## src/rtl/weight_quant_packer.sv

```systemverilog
// ---------------------------------------------------------------------------
// weight_quant_packer
//
// Quantizes a stream of signed Q16.16 weight samples to signed int8 and packs
// four of them into one 32-bit word. A run produces NUM_WORDS words and ends
// with a one-cycle done pulse.
//
// Quantization per accepted sample:
//   P = din * SCALE_INV        (64-bit signed product, Q32.32)
//   Q = (P + 2^31) >>> 32      (round half up)
//   Q saturated to [-128, 127]
// Lane k (k = 0..3, in acceptance order) lands in dout[31-8k : 24-8k].
//
// Parameters
//   WIDTH_INPUT : din_i width, signed Q16.16 (at most 63)
//   SCALE_INV   : reciprocal of the weight scale, unsigned Q16.16
//   NUM_WORDS   : packed words per run
//
// Ports
//   clk_i    in   clock, all state changes on the rising edge
//   rstn_i   in   synchronous active-low reset
//   start_i  in   begins a run when idle
//   din_i    in   signed Q16.16 weight sample
//   valid_i  in   din_i valid
//   ready_o  out  block accepts din_i (registered)
//   dout_o   out  four packed int8 weights, lane 0 in the MSB byte
//   valid_o  out  dout_o valid (registered)
//   ready_i  in   consumer accepts dout_o
//   done_o   out  one-cycle run-complete pulse (registered)
// ---------------------------------------------------------------------------
module weight_quant_packer #(
  parameter int          WIDTH_INPUT = 32,
  parameter logic [31:0] SCALE_INV   = 32'h0080_0000,
  parameter int          NUM_WORDS   = 8
) (
  input  logic                   clk_i,
  input  logic                   rstn_i,
  input  logic                   start_i,
  input  logic [WIDTH_INPUT-1:0] din_i,
  input  logic                   valid_i,
  output logic                   ready_o,
  output logic [31:0]            dout_o,
  output logic                   valid_o,
  input  logic                   ready_i,
  output logic                   done_o
);

  localparam int WORD_W = (NUM_WORDS > 1) ? $clog2(NUM_WORDS) : 1;
  localparam logic [WORD_W-1:0] LAST_WORD = WORD_W'(NUM_WORDS - 1);

  typedef enum logic [1:0] {
    IDLE    = 2'd0,
    COLLECT = 2'd1,
    OUTPUT  = 2'd2,
    DONE    = 2'd3
  } state_t;

  state_t            state_q;
  state_t            state_d;
  logic [1:0]        lane_q;
  logic [WORD_W-1:0] word_q;
  logic [31:0]       pack_q;
  logic [31:0]       dout_q;
  logic              ready_q;
  logic              valid_q;
  logic              done_q;

  logic              accept;
  logic              handshake;
  logic              last_lane;
  logic              last_word;

  // ready_q mirrors state COLLECT and valid_q mirrors OUTPUT, so qualifying
  // with the registered flags is the same as qualifying with the state.
  assign accept    = valid_i & ready_q;
  assign handshake = valid_q & ready_i;
  assign last_lane = (lane_q == 2'd3);
  assign last_word = (word_q == LAST_WORD);

  // -------------------------------------------------------------------------
  // Quantizer
  // -------------------------------------------------------------------------
  logic signed [63:0] din_ext;
  logic signed [63:0] scale_ext;
  logic signed [63:0] prod;
  logic signed [63:0] rnd;
  logic signed [63:0] q64;
  logic        [7:0]  q8;

  always_comb begin
    din_ext   = 64'($signed(din_i));
    scale_ext = $signed({32'd0, SCALE_INV});
    prod      = din_ext * scale_ext;
    rnd       = prod + 64'sh0000_0000_8000_0000;
    q64       = rnd >>> 32;
    if (q64 > 64'sd127) begin
      q8 = 8'h7F;
    end else if (q64 < -64'sd128) begin
      q8 = 8'h80;
    end else begin
      q8 = q64[7:0];
    end
  end

  // -------------------------------------------------------------------------
  // FSM
  // -------------------------------------------------------------------------
  always_ff @(posedge clk_i) begin
    if (!rstn_i) begin
      state_q <= IDLE;
    end else begin
      state_q <= state_d;
    end
  end

  always_comb begin
    state_d = state_q;
    case (state_q)
      IDLE: begin
        if (start_i) begin
          state_d = COLLECT;
        end
      end
      COLLECT: begin
        if (accept && last_lane) begin
          state_d = OUTPUT;
        end
      end
      OUTPUT: begin
        if (handshake) begin
          state_d = last_word ? DONE : COLLECT;
        end
      end
      DONE: begin
        state_d = IDLE;
      end
      default: begin
        state_d = IDLE;
      end
    endcase
  end

  // Status flags are registered from the next state, so each one is high for
  // exactly the cycles the FSM sits in the matching state and never depends
  // combinationally on valid_i or ready_i.
  always_ff @(posedge clk_i) begin
    if (!rstn_i) begin
      ready_q <= 1'b0;
      valid_q <= 1'b0;
      done_q  <= 1'b0;
    end else begin
      ready_q <= (state_d == COLLECT);
      valid_q <= (state_d == OUTPUT);
      done_q  <= (state_d == DONE);
    end
  end

  // -------------------------------------------------------------------------
  // Lane/word counters and packing
  // -------------------------------------------------------------------------
  always_ff @(posedge clk_i) begin
    if (!rstn_i) begin
      lane_q <= '0;
      word_q <= '0;
      pack_q <= '0;
      dout_q <= '0;
    end else begin
      case (state_q)
        IDLE: begin
          if (start_i) begin
            lane_q <= '0;
            word_q <= '0;
            pack_q <= '0;
          end
        end
        COLLECT: begin
          if (accept) begin
            case (lane_q)
              2'd0:    pack_q[31:24] <= q8;
              2'd1:    pack_q[23:16] <= q8;
              2'd2:    pack_q[15:8]  <= q8;
              default: pack_q[7:0]   <= q8;
            endcase
            lane_q <= lane_q + 2'd1;
            // The fourth lane goes straight into the output word so that
            // dout_o is complete in the first OUTPUT cycle.
            if (last_lane) begin
              dout_q <= {pack_q[31:8], q8};
            end
          end
        end
        OUTPUT: begin
          if (handshake) begin
            word_q <= word_q + 1'b1;
            lane_q <= '0;
          end
        end
        default: begin
        end
      endcase
    end
  end

  assign ready_o = ready_q;
  assign valid_o = valid_q;
  assign done_o  = done_q;
  assign dout_o  = dout_q;

endmodule

```

## config.mk

```make
export PLATFORM = sky130hd
export DESIGN_NAME = weight_quant_packer
export DESIGN_NICKNAME = d
export VERILOG_FILES = /design/src/rtl/weight_quant_packer.sv
export SDC_FILE = /design/constraint.sdc
export NUM_CORES = 1
export LEC_CHECK = 0
export ABC_AREA = 1
export CORE_UTILIZATION = 45
export DETAILED_ROUTE_END_ITERATION = 16
export HOLD_SLACK_MARGIN = 0.15
export PLACE_DENSITY = 0.81
export SLEW_MARGIN = 20
export SYNTH_ARGS = -nofsm -noshare
export SYNTH_HDL_FRONTEND = slang
export SYNTH_SLANG_ARGS = --single-unit
export TNS_END_PERCENT = 100
```

## constraint.sdc

```tcl
create_clock -name clk_i -period 5.35 [get_ports clk_i]
set_input_delay 1.605 -clock clk_i [delete_from_list [all_inputs] [get_ports clk_i]]
set_output_delay 1.605 -clock clk_i [all_outputs]
set_load 0.03 [all_outputs]
```

# Word-level counts from Yosys, hierarchy flattened
# Index checks and enable logic that the tools add are counted.
dict set report totals {
  regBits 66
  input_bits 37
  output_inout_bits 35
  elab_cells 67
}
dict set report op_classes {
  n_addsub 3
  order_cmp 2
  eq_ne 16
  mux 21
  bitwise 2
  n_reduce_logical 13
}
# op n
set op_table {}
lappend op_table {{$mux 32} 2}
lappend op_table {{$pmux 32 s2} 1}
lappend op_table {{$add 55x33->56 const B} 1}
lappend op_table {{$mux 8} 6}
lappend op_table {{$gt 24x8->1 const B} 1}
lappend op_table {{$lt 24x8->1 const B} 1}
lappend op_table {{$reduce_and 4->1} 4}
lappend op_table {{$mux 2} 7}
lappend op_table {{$eq 2x2->1 const B} 6}
lappend op_table {{$pmux 2 s4} 1}
lappend op_table {{$eq 2x1->1 const B} 3}
lappend op_table {{$mux 3} 2}
lappend op_table {{$ne 2x1->1 const B} 3}
lappend op_table {{$ne 2x2->1 const B} 3}
lappend op_table {{$pmux 2 s3} 1}
lappend op_table {{$pmux 3 s2} 1}
lappend op_table {{$reduce_and 3->1} 2}
lappend op_table {{$logic_not 2->1} 2}
lappend op_table {{$reduce_bool 2->1} 2}
lappend op_table {{$add 3x1->3 const B} 1}
lappend op_table {{$eq 3x3->1 const B} 1}
lappend op_table {{$reduce_bool 3->1} 1}
lappend op_table {{$reduce_or 3->1} 1}
lappend op_table {{$add 2x1->2 const B} 1}
lappend op_table {{other kinds (2)} 3}

# Longest topological paths before layout
# Gate-level depths: netlist of run 1.
dict set report depth {
  word_depth 7
  depth_mapped 17
  mapped_depth_nobuf 16
}

# Worst setup path after synthesis of run 1
# No wires, ideal clock.
dict set report synth_timing {
  path_type {input to register}
  start {in din_i[8]}
  end {reg dout_q[1] (netlist: dout_o[1])}
  setup_ns 0.113
  arrival_ns 3.050
  required_time_ns 5.237
  setup_slack_ns 2.187
  stages 16
  n_path_buf 0
  cell_sequence {ha_1 > nand2_1 > nor2_4 > nand2_1 > nor2_2 > nand2_1 > nand2_1 > nand2_1 > nor2_1 > nand2_1 > nor2_1 > nand3_1 > nand2_4 > nand2_2 > o21ai_1 > inv_1}
}
dict set report synth_via {
  elab_chain_cells 4
  word_cells_on_any_way 5
  classes_between {add/sub: 1; order compare: 2; mux: 2}
}
# item line_no
set synth_rtl {}
lappend synth_rtl {{from (decl)} 39} ;# input logic [WIDTH_INPUT-1:0] din_i,
lappend synth_rtl {{$add 55x33->56 (*)} 94} ;# rnd = prod + 64'sh0000_0000_8000_0000;
lappend synth_rtl {{$lt 24x8->1} 98} ;# end else if (q64 < -64'sd128) begin
lappend synth_rtl {{$mux 8} 98}
lappend synth_rtl {{$mux 8 (*)} 96} ;# if (q64 > 64'sd127) begin
lappend synth_rtl {{to (signal assigned)} 188} ;# dout_q <= {pack_q[31:8], q8};
lappend synth_rtl {{to (decl)} 63} ;# logic [31:0] dout_q;
# Every way passes the cells marked *; elsewhere a longest branch is shown, timed or not.
# A chain may end at the register's enable or synchronous reset.

# Worst setup path after layout of run 1
dict set report layout_timing {
  start {in din_i[9]}
  end {reg pack_q[10]}
}
dict set report layout_via {
  elab_chain_cells 7
  word_cells_on_any_way 8
  classes_between {add/sub: 1; order compare: 2; mux: 5}
}
# item line_no
set layout_rtl {}
lappend layout_rtl {{$add 55x33->56 (*)} 94}
lappend layout_rtl {{$lt 24x8->1} 98}
lappend layout_rtl {{$mux 8} 98}
lappend layout_rtl {{$mux 8 (*)} 96}
lappend layout_rtl {{$mux 8 (*)} 178} ;# case (lane_q)
lappend layout_rtl {{$mux 32 (*)} 177} ;# if (accept) begin
lappend layout_rtl {{$pmux 32 s2 (*)} 168} ;# case (state_q)
lappend layout_rtl {{to (signal assigned)} 181} ;# 2'd2: pack_q[15:8] <= q8;
lappend layout_rtl {{to (decl)} 62} ;# logic [31:0] pack_q;
# Every way passes the cells marked *; elsewhere a longest branch is shown, timed or not. The select of a mux whose other input is x is not followed.

==> results.md, run 1 <==
- DPL Wire Length: 6.11 mm
- Reg-to-Reg End: valid_o
- Core area: 0.00733 sq mm
- Wire length per cell: 12.3 microns
- Top FF cell, synth: dfxtp_1
- Vias in the first global route: around 3,000
- EDFF count, synth: 0
- First-pass DRT Iterations: 4
- Synth unique cells: 27
- Final Setup Violations: 0
- Num CTS Buffers: 9
- Final Hold Viols: 0
- Largest net degree at the start of global routing: 34
- Row count: 31
- Worst setup path class: in2reg
- Hold Slack: 0.469 ns
- Final TNS setup: 0 ns
- Mapped cell area: 0.00344 sq mm
- Vias: 3,415
- Ys Warns: 0
- DIE WIDTH: approximately 90 microns
- Cts-stage hold buffer count: 0
- Max Clk Rate: 0.267 GHz
- Final period utilization: 0.700
- GRT overflow: 0
- Reg2reg start: state_q[1]
- DIE HEIGHT: 89.5 microns
- Final min period: between 3 and 4 ns
- Initial antenna violation count: 0
- CTS tree: done
- Detail Route Antenna Nets: 0
- FF-to-FF setup slack: between 3 and 4 ns
- Die Area: 0.00800 sq mm
- Slew Limit Fails: 0
- Launch point of the worst path: din_i[9]
- Sequential share of the synthesized area: 0.384
- Residual DRC: 0
- Final RePlAce weighted congestion: between 0.8 and 0.9
- Synth Instances: 519
- Tightest Pin Transition: 1.00 ns
- HP Class: reg2reg
- Sinks on Clock Net: 66
- I/O Buffers: 63
- Crit end category: flip-flop
- Placed Area: 0.00415 sq mm
- MaxCap Viol Count: 0
- Synth Net Count: 563
- Worst vdd ir: 0.000184 V
- Post-CTS Setup Bufs: 0
- Asr flop ratio synth: 0
- Design area: 0.00442 sq mm
- Register bit count reported by yosys: 66
- Worst Path Arrival: between 3 and 4 ns
- PwrDens: between 200 and 300 mW/mm^2
- Critical Path End: pack_q[10]
- Worst-path maximum fanout: 7
- FF-to-FF path depth: 8
- RSZ-0062 raised after global routing: false
- N_diodes: 0
- Rel. slew slack: 0.330
- Layout cells sized above 1: 0.0805
- CP Launch Type: input pin
- Vias per cell: 5.00
- Root Driver: clkbuf_8
- CTS HTree Levels: 3
- Setup clock skew after layout: between 0.009 and 0.01 ns
- GRT Overall Usage: 0.225
- Final net count: 623
- # resized after CTS: 0
- CTS Buffer Depth: 2
- Syn Area/Cell: 6.63 sq um
- P&R area growth vs syn: 28.3%
- First-pass GRT wire length: 13.9 mm
- Latest clock arrival within the worst-skew pair: around 0.35 ns
- I/O pin count: 72
- Initial DRC Count: between 200 and 300
- Pwr Total: 1.22 mW
- Req. time, crit path: about 5.6 ns
- LEAKAGE: 1.97 nW
- Reg clk slew, reported paths: 0.08 ns
- Total wire length: 8.41 mm
- Initial Util: 0.470
- Status: finished clean
## worst min path at each step
stage / start / end / slack, ns / depth (start not counted)
3_3_place_gp: pack_q[14] / pack_q[14] / 0.46 / 2
4_1_cts: pack_q[16] / pack_q[16] / 0.47 / 2
6_report: pack_q[16] / pack_q[16] / 0.47 / 2
3_5_place_dp: pack_q[16] / pack_q[16] / 0.46 / 2
5_1_grt: pack_q[16] / pack_q[16] / 0.49 / 2
2_1_floorplan: pack_q[10] / pack_q[10] / 0.45 / 2
## area by class of cell
class,instances,area [sq um]
inverters,50,188
clock inverters,6,138
clock buffers,10,128
fillers,669,2920
flip-flops and latches,66,1320
repair buffers,65,646
well taps,99,124
multi-input cells,387,1870
## Yosys cell counts, drive strengths merged, types with 2 or more instances
cell,n,area (sq um)
a211oi,2,15.0
a21oi,32,160
buf,4,18.8
clkbuf,12,45.0
dfxtp,66,1320
ha,7,87.6
inv,50,188
nand2,130,543
nand3,40,205
nand3b,6,45.0
nand4,7,43.8
nor2,108,460
o21ai,44,220
xnor2,2,17.5
xor2,4,35.0
## through the flow
| stage | utilization | setup WS (ns) | std cells |
|---|---|---|---|
| global placement | 0.566 | 1.29 | 667 |
| detailed placement | 0.566 | 1.22 | 667 |
| floorplan | - | 2.19 | 519 |
| CTS | 0.602 | 1.60 | 683 |
| finish | 0.602 | 1.61 | 683 |
| global route | 0.602 | 1.35 | 683 |
## kinds of logic after synthesis
family	count (synthesis)	synth area share
AND/OR/NAND/NOR	294	0.382
AO/OA/AOI/OAI	80	0.120
buffers and inverters	66	0.0731
flip-flops	66	0.384
adder cells (fa/ha/maj)	7	0.0254
XOR/XNOR	6	0.0153
## placed cells by master (no fill, tap or decap), types with 9 or more instances in the layout
cell type        count
a21oi_1             32
clkbuf_8             9
clkdlybuf4s50_1     63
dfxtp_1             66
inv_1               50
nand2_1            112
nand2_2             16
nand3_1             39
nor2_1              97
o21ai_0             37
## power breakdown
| part | leakage (nW) | internal (mW) | switching [mW] |
|---|---|---|---|
| registers | 0.534 | 0.504 | 0.00820 |
| logic | 1.30 | 0.0526 | 0.0929 |
| clock network | 0.131 | 0.359 | 0.201 |
## worst max-delay path: stages
cell and delay, ns:
clkdlybuf4s50_1 0.52, ha_1 0.22, nand2_1 0.10, nor2_4 0.18, nand2_1 0.12, nor2_2 0.15
nand3b_1 0.09, nand2_1 0.12, nand2_1 0.06, nor2_1 0.11, nand3_2 0.11, nand2_4 0.12
nand2_2 0.06, nand2_2 0.11, nand3_1 0.09, a21oi_1 0.20
## state kept, by name, summed over array words and instances, names as in the netlist
register  cells
valid_o       1
state_q       2
dout_o       32
ready_o       1
lane_q        2
done_o        1
word_q        3
pack_q       24
## layer usage
layer | track usage | share of wire
met1 | 0.293 | 0.46
met2 | 0.368 | 0.47
met3 | 0.0443 | 0.043
met4 | 0.0851 | 0.019
met5 | 0 | 0
Note: power is estimated with default switching activity, not from simulation.
==> inputs of run 2 (changes only) <==
--- a/config.mk
+++ b/config.mk
@@ -9,7 +9,7 @@
 export CORE_UTILIZATION = 45
 export DETAILED_ROUTE_END_ITERATION = 16
 export HOLD_SLACK_MARGIN = 0.15
-export PLACE_DENSITY = 0.81
+export PLACE_DENSITY = 0.84
 export SLEW_MARGIN = 20
 export SYNTH_ARGS = -nofsm -noshare
 export SYNTH_HDL_FRONTEND = slang
==> constraint.sdc (replaced) <==
create_clock -name clk_i -period 3.35 [get_ports clk_i]
set_input_delay 1.005 -clock clk_i [delete_from_list [all_inputs] [get_ports clk_i]]
set_output_delay 1.005 -clock clk_i [all_outputs]
set_load 0.03 [all_outputs]
==> results.md, run 2 (same netlist as run 1, synthesis figures left out) <==
- Post-Layout Cell Count: 693 (was 683)
- Latest clock arrival within the worst-skew pair: 0.34 ns (was 0.35 ns)
- P&R area growth vs syn: 28.1% (was 28.3%)
- CP Launch Type: input pin (unchanged)
- Vias per cell: 5.19 (was 5.00)
- Cts-stage hold buffer count: 0 (unchanged)
- Root Driver: clkbuf_8 (unchanged)
- Num CTS Buffers: 9 (unchanged)
- Residual DRC: 0 (unchanged)
- Core area: 0.00733 sq mm (unchanged)
- Slew Limit Fails: 0 (unchanged)
- CTS tree: done (unchanged)
- Reg clk slew, reported paths: 0.07 ns (was 0.08 ns)
- I/O Buffers: 63 (unchanged)
- Initial Util: 0.470 (unchanged)
- Most frequent cells in the layout: nand2_1, nor2_1, dfxtp_1, clkdlybuf4s50_1, inv_1 (unchanged)
- PwrDens: 365 mW/mm^2 (was 276 mW/mm^2)
- DIE WIDTH: 89.5 microns (unchanged)
- Design area: 0.00441 sq mm (was 0.00442 sq mm)
- Vias in the first global route: 3,197 (was 3,066)
- Most common cell after layout, fill and taps aside: nand2_1 (unchanged)
- Worst-path maximum fanout: 7 (unchanged)
- CTS Buffer Depth: 2 (unchanged)
- Largest net degree at the start of global routing: 34 (unchanged)
- MaxCap Viol Count: 0 (unchanged)
- Final Hold Viols: 0 (unchanged)
- Tightest Pin Transition: 0.968 ns (was 1.00 ns)
- Final min period: 3.10 ns
- DIE HEIGHT: 89.5 microns (unchanged)
- Sinks on Clock Net: 66 (unchanged)
- Req. time, crit path: 3.62 ns (was 5.60 ns)
- Worst setup path class: in2reg (unchanged)
- Row count: 31 (unchanged)
- CTS HTree Levels: 3 (unchanged)
- Initial DRC Count: 292 (was 262)
- Placed Instances: 676 (was 667)
- Final period utilization: 0.925
- Detail Route Antenna Nets: 0 (unchanged)
- GRT overflow: 0 (unchanged)
- Max Clk Rate: 0.323 GHz
- Hold Slack: 0.467 ns (was 0.469 ns)
- Layout cells sized above 1: 0.101 (was 0.0805)
- Initial antenna violation count: 0 (unchanged)
- Status: finished clean (unchanged)
- Number of flip-flops in the largest register: 32 (unchanged)
- GRT Overall Usage: 0.228 (was 0.225)
- Final net count: 634 (was 623)
- HP Class: reg2reg (unchanged)
- I/O pin count: 72 (unchanged)
- Placed Area: 0.00422 sq mm (was 0.00415 sq mm)
- FF+latch area: 0.00132 sq mm (unchanged)
- Worst vdd ir: 0.000235 V (was 0.000184 V)
- Vias: 3,598 (was 3,415)
- Die Area: 0.00800 sq mm (unchanged)
- Crit end category: flip-flop (unchanged)
- Rel. slew slack: 0.354 (was 0.330)
- Multi-input gate area: 0.00190 sq mm (was 0.00187 sq mm)
- Setup clock skew after layout: 0.00595 ns (was 0.00901 ns)
- Total wire length: 8.56 mm (was 8.41 mm)
- N_diodes: 0 (unchanged)
- Final Setup Violations: 0 (unchanged)
- Core Util, Final: 0.602 (about the same)
- First-pass GRT wire length: 14.0 mm (was 13.9 mm)
- Fill cells: 660 (was 669)
- Final RePlAce weighted congestion: 0.870 (was 0.838)
- DPL Wire Length: 6.16 mm (was 6.11 mm)
- First-pass DRT Iterations: 5 (was 4)
- Wire length per cell: 12.3 microns (about the same)
- Worst Path Arrival: 3.37 ns (was 3.99 ns)
- LEAKAGE: 1.97 nW (about the same)
## run 2: cell types whose count changed in the layout (fill, tap and decap cells not counted), sizes merged
cell and change:
bufinv -4, clkbuf +2, clkinv +1, buf +11, inv -1, clkinvlp +1
## run 2: timing repair
action / CTS / global route
setup buffers: 0 / 2
gates resized for setup: 0 / 6
endpoints found under the setup margin: 0 / 13
## run 2: final cells by class
class,count,share of cell area
well taps,99,0.0281
multi-input cells,387,0.430
clock inverters,3,0.00397
flip-flops and latches,66,0.300
inverters,50,0.0426
repair buffers,76,0.165
clock buffers,12,0.0306
## run 2: report_power, final
group | internal [mW] | leakage (nW) | switching (mW)
sequential | 0.806 | 0.534 | 0.0131
combinational | 0.0918 | 1.36 | 0.151
clock | 0.262 | 0.0762 | 0.284
total | 1.16 | 1.97 | 0.448
## run 2: path summary, 6_finish.rpt
check	startpoint	to	slack, ns	cells after the start
hold reg to reg	pack_q[18]	pack_q[18]	0.47	2
hold / removal	pack_q[18]	pack_q[18]	0.47	2
setup / recovery	din_i[8]	pack_q[21]	0.25	16
setup reg to reg	state_q[0]	done_o	1.18	8
## run 2: stage by stage
step                setup TNS, ns  total power, mW  worst slack, ns
detailed placement          -1.79             1.07           -0.121
CTS                             0             1.61            0.228
global placement          -0.0508             1.07          -0.0246
global route             -0.00733             1.68         -0.00575
floorplan                       0            0.978            0.787
finish                          0             1.61            0.252
## run 2: per-layer routing
metal	GRT usage	up-vias	part of all wire
li1	-	1808	-
met1	0.292	1642	0.46
met2	0.367	129	0.47
met3	0.0572	19	0.058
met4	0.0938	0	0.019
met5	0	-	0
## run 2: critical path, cell delays in order
cell             delay [ns]
clkdlybuf4s50_1        0.51
ha_2                   0.21
nand2_1                0.09
nor2_4                 0.23
nand3_2                0.16
nand2_1                0.09
nand2_1                0.06
nor2_1                 0.12
nand2_1                0.08
nor2_1                 0.13
nand3_2                0.10
nand2_4                0.12
nand2_1                0.08
nand2_2                0.14
nand3_1                0.10
a21oi_1                0.14
==> inputs of run 3 (changes only) <==
--- a/config.mk
+++ b/config.mk
@@ -7,6 +7,7 @@
 export LEC_CHECK = 0
 export ABC_AREA = 1
 export CORE_UTILIZATION = 45
+export CTS_CLUSTER_DIAMETER = 80
 export DETAILED_ROUTE_END_ITERATION = 16
 export HOLD_SLACK_MARGIN = 0.15
 export PLACE_DENSITY = 0.84
==> results of run 3 <==
No change in the layout: final DEF, timing and power equal those of run 2.
